===== config.mk =====
export PLATFORM = sky130hd
export DESIGN_NAME = gesture_cmd_decoder
export DESIGN_NICKNAME = d
export VERILOG_FILES = /design/src/rtl/gesture_cmd_decoder_pkg.sv /design/src/rtl/gesture_cmd_decoder_pwm_gen.sv /design/src/rtl/gesture_cmd_decoder.sv
export SDC_FILE = /design/constraint.sdc
export NUM_CORES = 1
export LEC_CHECK = 0
export ABC_AREA = 1
export CELL_PAD_IN_SITES_DETAIL_PLACEMENT = 1
export CELL_PAD_IN_SITES_GLOBAL_PLACEMENT = 2
export CORE_MARGIN = 1.5
export CORE_UTILIZATION = 39
export DETAILED_ROUTE_END_ITERATION = 10
export PLACE_DENSITY_LB_ADDON = 0.1
export SLEW_MARGIN = 5
export SYNTH_ARGS = -nofsm -noshare
export SYNTH_HDL_FRONTEND = slang
export SYNTH_SLANG_ARGS = --single-unit

===== constraint.sdc =====
create_clock -name clk -period 5.5 [get_ports clk]
set_input_delay 0.825 -clock clk [delete_from_list [all_inputs] [get_ports clk]]
set_output_delay 0.825 -clock clk [all_outputs]
set_load 0.03 [all_outputs]

===== src/rtl/gesture_cmd_decoder_pkg.sv =====
// Gesture command decoder: shared byte codes, command codes and helpers.
// Also used by the gesture transmitter side.
package gesture_cmd_decoder_pkg;

  localparam logic [7:0] ASCII_F    = 8'h66;
  localparam logic [7:0] ASCII_B    = 8'h62;
  localparam logic [7:0] ASCII_R    = 8'h72;
  localparam logic [7:0] ASCII_L    = 8'h6C;
  localparam logic [7:0] ASCII_N    = 8'h6E;
  localparam logic [7:0] ASCII_STOP = 8'h3B;

  typedef enum logic [2:0] {
    CMD_IDLE  = 3'd0,
    CMD_FWD   = 3'd1,
    CMD_REV   = 3'd2,
    CMD_RIGHT = 3'd3,
    CMD_LEFT  = 3'd4,
    CMD_NITRO = 3'd5
  } cmd_e;

  typedef enum logic [1:0] {
    ST_STOP,
    ST_BRAKE,
    ST_RUN
  } state_e;

  typedef struct packed {
    logic known;
    cmd_e cmd;
  } dec_t;

  function automatic dec_t decode(input logic [7:0] b);
    dec_t d;
    d.known = 1'b1;
    d.cmd   = CMD_IDLE;
    unique case (1'b1)
      (b == ASCII_F):    d.cmd = CMD_FWD;
      (b == ASCII_B):    d.cmd = CMD_REV;
      (b == ASCII_R):    d.cmd = CMD_RIGHT;
      (b == ASCII_L):    d.cmd = CMD_LEFT;
      (b == ASCII_N):    d.cmd = CMD_NITRO;
      (b == ASCII_STOP): d.cmd = CMD_IDLE;
      default:           d.known = 1'b0;
    endcase
    return d;
  endfunction

  // {l_fwd, l_rev, r_fwd, r_rev}
  function automatic logic [3:0] dir_of(input cmd_e c);
    logic [3:0] d;
    d = 4'b0000;
    unique case (c)
      CMD_FWD,
      CMD_NITRO: d = 4'b1010;
      CMD_REV:   d = 4'b0101;
      CMD_RIGHT: d = 4'b1001;
      CMD_LEFT:  d = 4'b0110;
      default:   d = 4'b0000;
    endcase
    return d;
  endfunction

  function automatic logic reverses(
    input logic [3:0] cur,
    input logic [3:0] nxt
  );
    return (cur[3] & nxt[2]) | (cur[2] & nxt[3]) |
           (cur[1] & nxt[0]) | (cur[0] & nxt[1]);
  endfunction

endpackage


===== src/rtl/gesture_cmd_decoder_pwm_gen.sv =====
// Free-running 8-bit PWM; duty 255 is held constantly high.
// Output is registered.
module pwm_gen (
  input  logic       clk,
  input  logic       r_rstn,
  input  logic [7:0] duty,
  output logic       pwm_out
);

  logic [7:0] cnt;

  always_ff @(posedge clk or negedge r_rstn) begin
    if (!r_rstn) begin
      cnt     <= '0;
      pwm_out <= 1'b0;
    end else begin
      cnt     <= cnt + 8'd1;
      pwm_out <= (duty == 8'hFF) | (cnt < duty);
    end
  end

endmodule


===== src/rtl/gesture_cmd_decoder.sv =====
// Gesture byte to motor command decoder with confirmation,
// brake-before-reverse and idle watchdog.
module gesture_cmd_decoder
  import gesture_cmd_decoder_pkg::*;
#(
  parameter int unsigned CONFIRM_CNT    = 3,
  parameter int unsigned TIMEOUT_CYCLES = 12_000_000,
  parameter int unsigned BRAKE_CYCLES   = 120_000,
  parameter logic [7:0]  DUTY_NORMAL    = 8'd160,
  parameter logic [7:0]  DUTY_NITRO     = 8'd255
) (
  input  logic       clk,
  input  logic       r_rstn,
  input  logic [7:0] rx_data,
  input  logic       rx_valid,
  output logic [3:0] motor_dir,
  output logic       pwm_out,
  output logic [2:0] cmd_active,
  output logic       timeout,
  output logic       bad_byte
);

  localparam int CW = $clog2(CONFIRM_CNT + 1);
  localparam int WW = $clog2(TIMEOUT_CYCLES + 1);
  localparam int BW = $clog2(BRAKE_CYCLES + 1);
  localparam logic [CW-1:0] CONF    = CW'(CONFIRM_CNT);
  localparam logic [WW-1:0] WD_LAST = WW'(TIMEOUT_CYCLES - 1);
  localparam logic [BW-1:0] BK_LAST = BW'(BRAKE_CYCLES - 1);

  state_e        state;
  cmd_e          cmd_q;
  cmd_e          cand;
  logic [CW-1:0] count;
  logic [WW-1:0] wd;
  logic          armed;
  logic [BW-1:0] brk;
  logic [7:0]    duty;

  dec_t          dec;
  logic          known;
  logic          safe_stop;
  logic          motion;
  logic          same;
  logic [CW-1:0] count_nxt;
  logic          commit_go;
  logic          expire;
  cmd_e          cmd_nxt;
  logic [3:0]    dir_new;
  logic [7:0]    duty_new;

  assign dec       = decode(rx_data);
  assign known     = rx_valid & dec.known;
  assign safe_stop = known & (dec.cmd == CMD_IDLE);
  assign motion    = known & ~safe_stop;
  assign same      = (dec.cmd == cand);
  assign count_nxt = !same ? CW'(1) :
                     (count == CONF) ? count : count + 1'b1;
  // saturated repeats keep the command without re-triggering
  assign commit_go = motion & (count_nxt == CONF) &
                     ~(same & (count == CONF));
  assign expire    = armed & ~known & (wd == WD_LAST);
  assign cmd_nxt   = commit_go ? dec.cmd : cmd_q;
  assign dir_new   = dir_of(cmd_nxt);
  assign duty_new  = (cmd_nxt == CMD_NITRO) ? DUTY_NITRO : DUTY_NORMAL;
  assign cmd_active = cmd_q;

  always_ff @(posedge clk or negedge r_rstn) begin
    if (!r_rstn) begin
      state     <= ST_STOP;
      cmd_q     <= CMD_IDLE;
      cand      <= CMD_IDLE;
      count     <= '0;
      wd        <= '0;
      armed     <= 1'b0;
      brk       <= '0;
      duty      <= '0;
      motor_dir <= '0;
      timeout   <= 1'b0;
      bad_byte  <= 1'b0;
    end else begin
      bad_byte <= rx_valid & ~dec.known;
      if (known) begin
        wd      <= '0;
        armed   <= 1'b1;
        timeout <= 1'b0;
      end else if (expire) begin
        armed   <= 1'b0;
        timeout <= 1'b1;
      end else if (armed) begin
        wd <= wd + 1'b1;
      end
      if (motion) begin
        cand  <= dec.cmd;
        count <= count_nxt;
      end else if (safe_stop | expire) begin
        cand  <= CMD_IDLE;
        count <= '0;
      end
      if (safe_stop | expire) begin
        state     <= ST_STOP;
        cmd_q     <= CMD_IDLE;
        motor_dir <= '0;
        duty      <= '0;
      end else begin
        cmd_q <= cmd_nxt;
        unique case (state)
          ST_STOP: begin
            if (commit_go) begin
              state     <= ST_RUN;
              motor_dir <= dir_new;
              duty      <= duty_new;
            end
          end
          ST_RUN: begin
            if (commit_go) begin
              if (reverses(motor_dir, dir_new)) begin
                state     <= ST_BRAKE;
                motor_dir <= '0;
                duty      <= '0;
                brk       <= '0;
              end else begin
                motor_dir <= dir_new;
                duty      <= duty_new;
              end
            end
          end
          ST_BRAKE: begin
            if (brk == BK_LAST) begin
              state     <= ST_RUN;
              motor_dir <= dir_new;
              duty      <= duty_new;
            end else begin
              brk <= brk + 1'b1;
            end
          end
          default: state <= ST_STOP;
        endcase
      end
    end
  end

  pwm_gen u_pwm (
    .clk     (clk),
    .r_rstn  (r_rstn),
    .duty    (duty),
    .pwm_out (pwm_out)
  );

endmodule

==> metrics.csv <==
stage;metric;value;unit
power_and_ir_drop;switching fraction of total power;0.368;
setup_path;Crit path arrival time;3.85;ns
synthesis;distinct cell type count of the synthesized netlist;37;
synthesis;syn_nets;551;
sta;headroom to the max-slew limit;0.389;
sta;fmax;0.278;GHz
run;number of max-capacitance violations reported;0;
floorplan;Initial Utilization;0.399;
place;PortBufs;20;
sta;min cycle time layout;3.59;ns
synthesis;multiplexer area fraction after synthesis;0;
sta;post-route clock period utilization;0.653;
clock_tree;Setup Fix Bufs, Post-CTS;0;
clock_tree;clk root buf;clkbuf_8;
setup_path;Crit path top cell by count;nand2_1;
synthesis;Commonest cells post-synth;nand2_1, dfrtp_1, inv_1;
status;status;finished clean;
clock_tree;H-Tree Depth;3;
floorplan;Die X-Extent;105;um
routing;vias per std cell;5.12;
sta;endpoints failing hold;0;
setup_path;peak per-stage delay on the critical path;0.50;ns
power_and_ir_drop;part of the power in the clock network;0.307;
synthesis;simple-gate portion of the synthesized area;0.295;
setup_path;Crit Path Max Fanout;22;
synthesis;Syn Area/Cell;7.79;um2
power_and_ir_drop;internal cell power;991;uW
clock_tree;clock-pin slew on the worst setup and hold paths;0.08;ns
power_and_ir_drop;relative contribution of combinational cells to total power;0.289;
sta;Worst Skew;0.00606;ns
final_layout;layout-stage area growth over the synthesis result;13.6;%
clock_tree;Inserted Clock Buffers;9;
final_layout;NumNets Final;576;
floorplan;height of the die;105;um
sta;transition time at the pin with the least slew margin;0.917;ns
routing;final antenna-violating net count;0;
sta;final setup fails;0;
power_and_ir_drop;worst vdd ir;0.158;mV
place;placed wire-length estimate;7110;um
clock_tree;clock tree from TritonCTS;yes;
global_route;number of global-route vias before repair;3680;
final_layout;antenna cell count;0;
routing;router iterations before antenna repair;4;
clock_tree;Max Root-Sink Buffers;2;
final_layout;share of cells above drive strength 1;0.0971;
setup_path;CP startpoint kind;input pin;
synthesis;adder-cell share of the synthesized area;0.0428;
floorplan;floorplan row count;37;
worst_hold_path;worst min path class;flip-flop to flip-flop;
clock_tree;Worst-Skew Late Latency;0.36;ns
routing;Vias;3541;
synthesis;main combinational cell family by area after synthesis;simple AND/OR/NAND/NOR gates;
synthesis;area of the mapped netlist;4100;um2
synthesis;Synth Area in XOR/XNOR;0.0599;
synthesis;cell type contributing the most total cell area after synthesis;dfrtp_1;
sta;count of final max-slew check failures;0;
global_route;maximum number of pins on one net before global-route repair;70;
synthesis;sequential share of the synthesized area;0.422;
setup_path;critical setup path kind;input pin to flip-flop;
synthesis;synthesized-area fraction occupied by ao, oa, aoi and oai cells;0.0999;
global_route;antenna violations before repair;0;
routing;violation count after the first detailed-route iteration;89;
synthesis;async set or reset register ratio after synthesis;1.00;
floorplan;core box area;10300;um2
synthesis;most repeated cell in the gate-level netlist after synthesis;nand2_1;
synthesis;ys flop type;dfrtp_1;
place;Placer Congestion;0.825;
synthesis;area share of the largest cell type after synthesis;0.422;
floorplan;Die Area;11100;um2
sta;post-route setup TNS;0;ns
clock_tree;count of hold buffers inserted by post-cts repair;0;
routing;per-cell routed wire length;14.0;um
synthesis;number of synthesized register bits;69;
routing;drt total wl;9690;um
sta;unrepaired setup endpoints after global routing;no;
power_and_ir_drop;Switch Pwr;576;uW
clock_tree;number of instances resized during post-cts repair;0;
setup_path;CP cell instances;clkdlybuf4s50_1 -> nand2_1 -> nor4_1 -> nor2_1 -> nor2_1 -> inv_1 -> nand2_1 -> nand2_2 -> nand3_1 -> a21oi_1 -> nand2_2 -> inv_2 -> nand2_1 -> o21ai_2;
synthesis;number of cells produced by synthesis;526;
floorplan;number of ports placed on the die boundary;21;
routing;number of remaining DRC errors;0;
power_and_ir_drop;Sequential Power Share;0.404;
power_and_ir_drop;power consumption;1570;uW
global_route;global-route usage over all layers;0.193;
power_and_ir_drop;P per Cell Area;337;nW/um2
setup_path;WP data required;5.76;ns
global_route;gr ovfl total;0;
setup_path;highest-delay cell along the critical path;clkdlybuf4s50_1;
synthesis;top cells by area, synth;dfrtp_1, nand2_1, inv_1;
global_route;wire length of the first global-routing pass;17400;um
setup_path;kind of end point of the critical path;flip-flop;
power_and_ir_drop;standby leakage power;0.00216;uW
synthesis;warning count from the yosys run;0;
synthesis;Post-synth EDFFs;0;
clock_tree;count of clock tree sinks;69;
-- sequential cells by signal, summed over array words and instances, names as in the netlist --
| signal | flops |
|---|---|
| armed | 1 |
| bad_byte | 1 |
| brk | 17 |
| cand | 3 |
| cmd_active | 3 |
| count | 2 |
| duty | 2 |
| motor_dir | 4 |
| state | 2 |
| timeout | 1 |
| u_pwm.cnt | 8 |
| u_pwm.pwm_out | 1 |
| wd | 24 |
-- placed cells by master, fill, tap and decap left out, types with 2 or more instances in the layout --
| master | instances |
|---|---|
| nand2_1 | 109 |
| inv_1 | 69 |
| dfrtp_1 | 69 |
| nor2_1 | 48 |
| nand3_1 | 31 |
| xor2_1 | 25 |
| nor3_1 | 23 |
| nand4_1 | 19 |
| clkdlybuf4s50_1 | 19 |
| o21ai_0 | 16 |
| a21oi_1 | 15 |
| ha_1 | 14 |
| o21ai_1 | 13 |
| nand2_2 | 12 |
| o22ai_1 | 11 |
| clkbuf_8 | 10 |
| inv_2 | 7 |
| nor2_2 | 5 |
| nor4_1 | 4 |
| o21ai_2 | 4 |
| nand3_2 | 3 |
| xnor2_1 | 3 |
| nor2_4 | 2 |
| o32ai_1 | 2 |
| a31oi_1 | 2 |
| nand3b_1 | 2 |
| o21a_1 | 2 |
| bufinv_16 | 2 |
| clkinv_2 | 2 |
-- layout make-up --
type	count	area, um2
fill	1300	5630
inverter	77	289
multi-input combinational	373	2040
clock inverter	6	86.3
sequential	69	1730
clock buffer	10	138
tap	136	170
timing repair buffer	21	203
-- kinds of logic after synthesis --
kind of cell / after synthesis
flip-flops: 69
AND/OR/NAND/NOR: 261
AO/OA/AOI/OAI: 70
adder cells (fa/ha/maj): 14
buffers and inverters: 84
XOR/XNOR: 28
-- metrics by stage --
| stage | worst slack (ns) | utilization | hold WS [ns] | instances | area [um2] |
|---|---|---|---|---|---|
| floorplan | 2.84 | - | 0.435 | 526 | 4100 |
| global placement | 1.64 | 0.431 | 0.463 | 676 | 4430 |
| detailed placement | 1.48 | 0.431 | 0.479 | 676 | 4430 |
| CTS | 1.88 | 0.453 | 0.491 | 692 | 4650 |
| global route | 1.51 | 0.453 | 0.519 | 692 | 4650 |
| finish | 1.91 | 0.453 | 0.489 | 692 | 4650 |
-- power groups by stage --
| stage | registers, uW | clock network (uW) | logic (uW) |
|---|---|---|---|
| global route | 645 | 516 | 529 |
| floorplan | 636 | 0 | 367 |
| finish | 632 | 482 | 453 |
| CTS | 632 | 498 | 465 |
| global placement | 638 | 0 | 447 |
| detailed placement | 642 | 0 | 463 |
-- worst max-delay path, delay by kind of cell --
kind / cells / cell delay (ns)
simple gates: 9 / 1.85
buf+inv: 3 / 1.05
compound gates: 2 / 0.10
-- path summary, 6_finish.rpt --
path                                 to    startpoint  cells past startpoint  slack (ns)
max                              brk[4]    rx_data[5]                     14        1.91
min                        u_pwm.cnt[0]  u_pwm.cnt[0]                      1        0.49
max reg2reg                      brk[4]         wd[1]                     14        2.60
min reg2reg                u_pwm.cnt[0]  u_pwm.cnt[0]                      1        0.49
max in group asynchronous      state[0]        r_rstn                      2        4.22
min in group asynchronous      bad_byte        r_rstn                      2        0.66
-- per-layer routing --
metal  up-vias  part of all wire  GRT usage
met1      1712              0.51      0.265
li1       1776                 -          -
met5         -                 0          0
met4         0             0.020     0.0841
met2        36              0.45      0.304
met3        17             0.021     0.0272
No activity file was read; power rests on OpenSTA's default activity.
